**src/rtl/usb_buf_arb.sv**
```systemverilog
// rtl/usb_buf_arb.sv - USB-write / AXI-read arbiter for a single-port word buffer.
// Define USB_BUF_ARB_WR_PRIO_EN for fixed write priority instead of round-robin.
module usb_buf_arb #(
  parameter int ADDR_W = 6,
  parameter int DATA_W = 32
) (
  input  logic              Clk,
  input  logic              Rst,
  input  logic              usb_wr_req,
  input  logic [DATA_W-1:0] usb_wr_data,
  output logic              usb_wr_gnt,
  input  logic              axi_rd_req,
  output logic [DATA_W-1:0] axi_rd_data,
  output logic              axi_rd_toggle,
  output logic              mem_cs,
  output logic              mem_we_b,
  output logic [ADDR_W-1:0] mem_addr,
  output logic [DATA_W-1:0] mem_wdata,
  input  logic [DATA_W-1:0] mem_rdata,
  output logic [ADDR_W:0]   count,
  output logic              full,
  output logic              empty
);

  localparam logic [ADDR_W:0] DEPTH = {1'b1, {ADDR_W{1'b0}}};

  typedef enum logic [1:0] {IDLE, WR, RD, RD_DATA} state_t;

  state_t            state;
  logic [ADDR_W-1:0] wr_ptr;
  logic [ADDR_W-1:0] rd_ptr;
  logic              wr_elig;
  logic              rd_elig;
  logic              wr_win;

  assign full      = (count == DEPTH);
  assign empty     = (count == '0);
  assign mem_wdata = usb_wr_data;
  assign wr_elig   = usb_wr_req & ~full;
  assign rd_elig   = axi_rd_req & ~empty;

`ifdef USB_BUF_ARB_WR_PRIO_EN
  assign wr_win = wr_elig;
`else
  // last_rd=1 means the read side won the previous grant, so a contest goes to write
  logic last_rd;
  assign wr_win = wr_elig & (~rd_elig | last_rd);
`endif

  // Memory strobes are registered alongside the state so they are high exactly in WR/RD
  always_ff @(posedge Clk) begin
    if (!Rst) begin
      state         <= IDLE;
      wr_ptr        <= '0;
      rd_ptr        <= '0;
      count         <= '0;
      axi_rd_toggle <= 1'b0;
      axi_rd_data   <= '0;
      usb_wr_gnt    <= 1'b0;
      mem_cs        <= 1'b0;
      mem_we_b      <= 1'b1;
      mem_addr      <= '0;
`ifndef USB_BUF_ARB_WR_PRIO_EN
      last_rd       <= 1'b1;
`endif
    end else begin
      usb_wr_gnt <= 1'b0;
      mem_cs     <= 1'b0;
      mem_we_b   <= 1'b1;
      mem_addr   <= '0;
      case (state)
        IDLE: begin
          if (wr_win) begin
            state      <= WR;
            usb_wr_gnt <= 1'b1;
            mem_cs     <= 1'b1;
            mem_we_b   <= 1'b0;
            mem_addr   <= wr_ptr;
`ifndef USB_BUF_ARB_WR_PRIO_EN
            last_rd    <= 1'b0;
`endif
          end else if (rd_elig) begin
            state    <= RD;
            mem_cs   <= 1'b1;
            mem_addr <= rd_ptr;
`ifndef USB_BUF_ARB_WR_PRIO_EN
            last_rd  <= 1'b1;
`endif
          end
        end
        WR: begin
          wr_ptr <= wr_ptr + 1'b1;
          count  <= count + 1'b1;
          state  <= IDLE;
        end
        RD: begin
          state <= RD_DATA;
        end
        RD_DATA: begin
          axi_rd_data   <= mem_rdata;
          axi_rd_toggle <= ~axi_rd_toggle;
          rd_ptr        <= rd_ptr + 1'b1;
          count         <= count - 1'b1;
          state         <= IDLE;
        end
        default: state <= IDLE;
      endcase
    end
  end

endmodule

```
**config.mk**
```make
export PLATFORM = sky130hd
export DESIGN_NAME = usb_buf_arb
export DESIGN_NICKNAME = d
export VERILOG_FILES = /design/src/rtl/usb_buf_arb.sv
export SDC_FILE = /design/constraint.sdc
export NUM_CORES = 1
export LEC_CHECK = 0
export ABC_AREA = 1
export BUFFER_PORTS_ARGS = -buffer_cell sky130_fd_sc_hd__buf_2
export CAP_MARGIN = 40
export CORE_MARGIN = 3
export CORE_UTILIZATION = 41
export CTS_CLUSTER_SIZE = 40
export DETAILED_ROUTE_END_ITERATION = 10
export PLACE_DENSITY = 0.78
export SYNTH_ARGS = -nofsm -noshare
export SYNTH_HDL_FRONTEND = slang
export SYNTH_SLANG_ARGS = --single-unit
```
**constraint.sdc**
```tcl
create_clock -name Clk -period 1.59 [get_ports Clk]
set_input_delay 0.159 -clock Clk [delete_from_list [all_inputs] [get_ports Clk]]
set_output_delay 0.159 -clock Clk [all_outputs]
set_load 0.01 [all_outputs]
```
==> summary.txt <==
Outcome
  • Run status: finished, final reports clean

Timing
  • Final Hold Slack: 0.0740 ns
  • Final setup vio count: 0
  • Worst rel slew slack: 0.751
  • Worst slew pin tran: 0.373 ns
  • Pins over their slew limit: 0
  • Fmax: 663 MHz
  • Endpoints failing hold: 0
  • Fin crit share: 0.949
  • Unrepaired setup endpoints after global routing: yes
  • Fin Setup TNS: 0 ns
  • Clock skew: 0.0150 ns
  • Post-route minimum period: 1.51 ns

Synth
  • Synth Cell Area: 2860 um2
  • Synth cell types: 32
  • Syn avg cell area: 7.59 um2
  • Ys Warns: 0
  • Top FF cell, synth: dfxtp_1
  • EDFF count, synth: 0
  • Yosys top cell area share: 0.448
  • Sequential cell area fraction in the yosys report: 0.448
  • Cell accounting for the most synthesized area: dfxtp_1
  • Register bit total from synthesis: 64
  • Synth area leaders: dfxtp_1, nor2_1, buf_4
  • Net Count, Synth: 448
  • Fraction of registers with async set/reset: 0
  • Post-Synthesis Cells: 377

CTS
  • Post-CTS Hold Fix Bufs: 0
  • Num CTS Buffers: 9
  • Clock Pin Slew Worst Setup and Hold Paths: 0.07 ns
  • Clk sink count: 64
  • H-tree level count: 3
  • Root buf cell: clkbuf_8
  • Worst skew pair latency: 0.34 ns
  • CTS tree: done
  • Clock Tree Buf Depth: 2
  • # Post-CTS Setup Buffers: 0

Floorplanning
  • Row count: 29
  • Top Ports: 151
  • Core area: 6570 um2
  • Die Y: 89.6 um
  • Die extent in x: 89.6 um
  • Die ar.: 8020 um2
  • Starting Density: 0.436

Cells and area
  • Fin cells: 537
  • Proportion of layout cells with a drive suffix above 1: 0.338
  • Area growth, synth to finish: 19.6%
  • Fillers: 663
  • Nets: 512
  • Ant. Diodes: 0
  • Most frequent cells in the layout: nor2_1, buf_2, dfxtp_1, o21ai_0, nand2_1

Hold path
  • Worst min-delay path class: input port to register

Placed design
  • Post-detail-place hpwl: 4810 um
  • PortBufs: 86
  • Placed Cells incl. Taps: 523
  • GP Congestion: 0.893

GRT
  • First-pass GRT wire length: 10600 um
  • Pin count of the biggest net entering global routing: 45
  • Initial antenna violation count: 0
  • Vias in the first global route: 2365
  • Total Routing Usage GR: 0.171
  • GRT overflow: 0

Job
  • Max_cap viols: 0

Drt
  • Routed wire length: 6510 um
  • Vias: 2558
  • Drt drc: 0
  • DR vias/cell: 4.76
  • Final antenna-violating net count: 0
  • Wire per inst: 12.1 um
  • DRT Pass-1 Iters: 4
  • Drt initial violations: 78

Power and ir drop
  • Leak pwr: 1.59 nW
  • Int Power: 0.00251 W
  • Net Sw Frac: 0.255
  • Pwr Density: 984 nW/um2
  • Power share of the combinational group: 0.112
  • Worst IR Drop VDD: 0.467 mV
  • Clock power share: 0.386
  • Psw: 0.000859 W
  • Seq pwr share: 0.502
  • Power, Total: 0.00337 W

Critical path
  • Crit path arrival time: 1.71 ns
  • Worst R2R Setup Slack: 0.08 ns
  • Worst path required time: 1.79 ns
  • Startpoint Class: register
  • Crit Path Max Fanout: 5
  • CP Class: register to register
  • Setup crit end kind: register
[power groups by stage]
stage / registers [W] / logic (W) / clock network (W)
after CTS: 0.00169 / 0.000365 / 0.00133
after global routing: 0.00170 / 0.000429 / 0.00140
after detailed placement: 0.00173 / 0.000364 / 0
after global placement: 0.00172 / 0.000358 / 0
after floorplan: 0.00174 / 0.000289 / 0
final: 0.00169 / 0.000377 / 0.00130
[routing by layer]
metal / part of all wire / track usage
met5: 0 / 0
met4: 0.027 / 0.0839
met3: 0.070 / 0.0488
met2: 0.48 / 0.279
met1: 0.42 / 0.205
[flip-flops by register name (all words and copies together) (netlist names)]
register,count
axi_rd_toggle,1
mem_addr,6
wr_ptr,6
usb_wr_gnt,1
last_rd,1
axi_rd_data,32
mem_cs,1
state,2
rd_ptr,6
mem_we_b,1
count,7
[worst paths after layout]
| kind | end | start | cells after the start |
|---|---|---|---|
| worst min-delay path | axi_rd_data[27]$_SDFFE_PN0N_ | mem_rdata[27] | 3 |
| worst max-delay path | state[1]$_SDFFE_PN0P_ | count[1]$_SDFFE_PN0P_ | 8 |
| worst min register to register | rd_ptr[5]$_SDFFE_PN0N_ | rd_ptr[5]$_SDFFE_PN0N_ | 2 |
| worst max register to register | state[1]$_SDFFE_PN0P_ | count[1]$_SDFFE_PN0P_ | 8 |
[area by class of cell]
| class | instances | area (um2) | area share |
|---|---|---|---|
| clock buffers | 10 | 128 | 0.0373 |
| clock inverters | 4 | 47.5 | 0.0139 |
| inverters | 31 | 116 | 0.0340 |
| multi-input cells | 236 | 1190 | 0.349 |
| flip-flops and latches | 64 | 1290 | 0.377 |
| well taps | 93 | 116 | 0.0340 |
| repair buffers | 99 | 532 | 0.155 |
[repair_timing]
action,CTS,global route
setup endpoints to repair,1,11
resized for setup,1,17
hold endpoints to repair,0,0
pin swaps,0,8
[cell usage after synthesis (3+ instances only)]
cell       n
nand2_1   39
buf_6      3
clkbuf_1   6
nor2_2     6
inv_2      5
buf_2      4
nor3_1     4
nand3_1   13
a21oi_1    8
nor2_1    87
o21ai_0   45
inv_1     25
dfxtp_1   64
nand4_1    4
xor2_1     3
ha_1       3
nand2_2    7
buf_4     32
[cell families (layout without fill, tap and decap cells)]
logic type | Yosys count | after routing | synth area share
AND/OR/NAND/NOR | 170 | 170 | 0.269
AO/OA/AOI/OAI | 59 | 59 | 0.106
adder cells (fa/ha/maj) | 3 | 3 | 0.0131
XOR/XNOR | 4 | 4 | 0.0122
flip-flops | 64 | 64 | 0.448
buffers and inverters | 77 | 144 | 0.153
[stage by stage]
stage | util | setup WS, ns | instance area (um2)
global route | 0.521 | -0.0397 | 3420
floorplan | - | 0.0554 | 2860
CTS | 0.512 | 0.0102 | 3360
global placement | 0.485 | 0.0735 | 3190
detailed placement | 0.485 | -0.00896 | 3190
finish | 0.521 | 0.0806 | 3420
[critical path: stages, from the launching register on]
cell     delay (ns)
dfxtp_4        0.36
nor2_1         0.18
nand2_2        0.10
nor3_2         0.20
nor2_2         0.06
nand2_1        0.09
nand2_1        0.13
nand2_2        0.15
o21ai_0        0.12
Power figures use the tool's default switching activity.
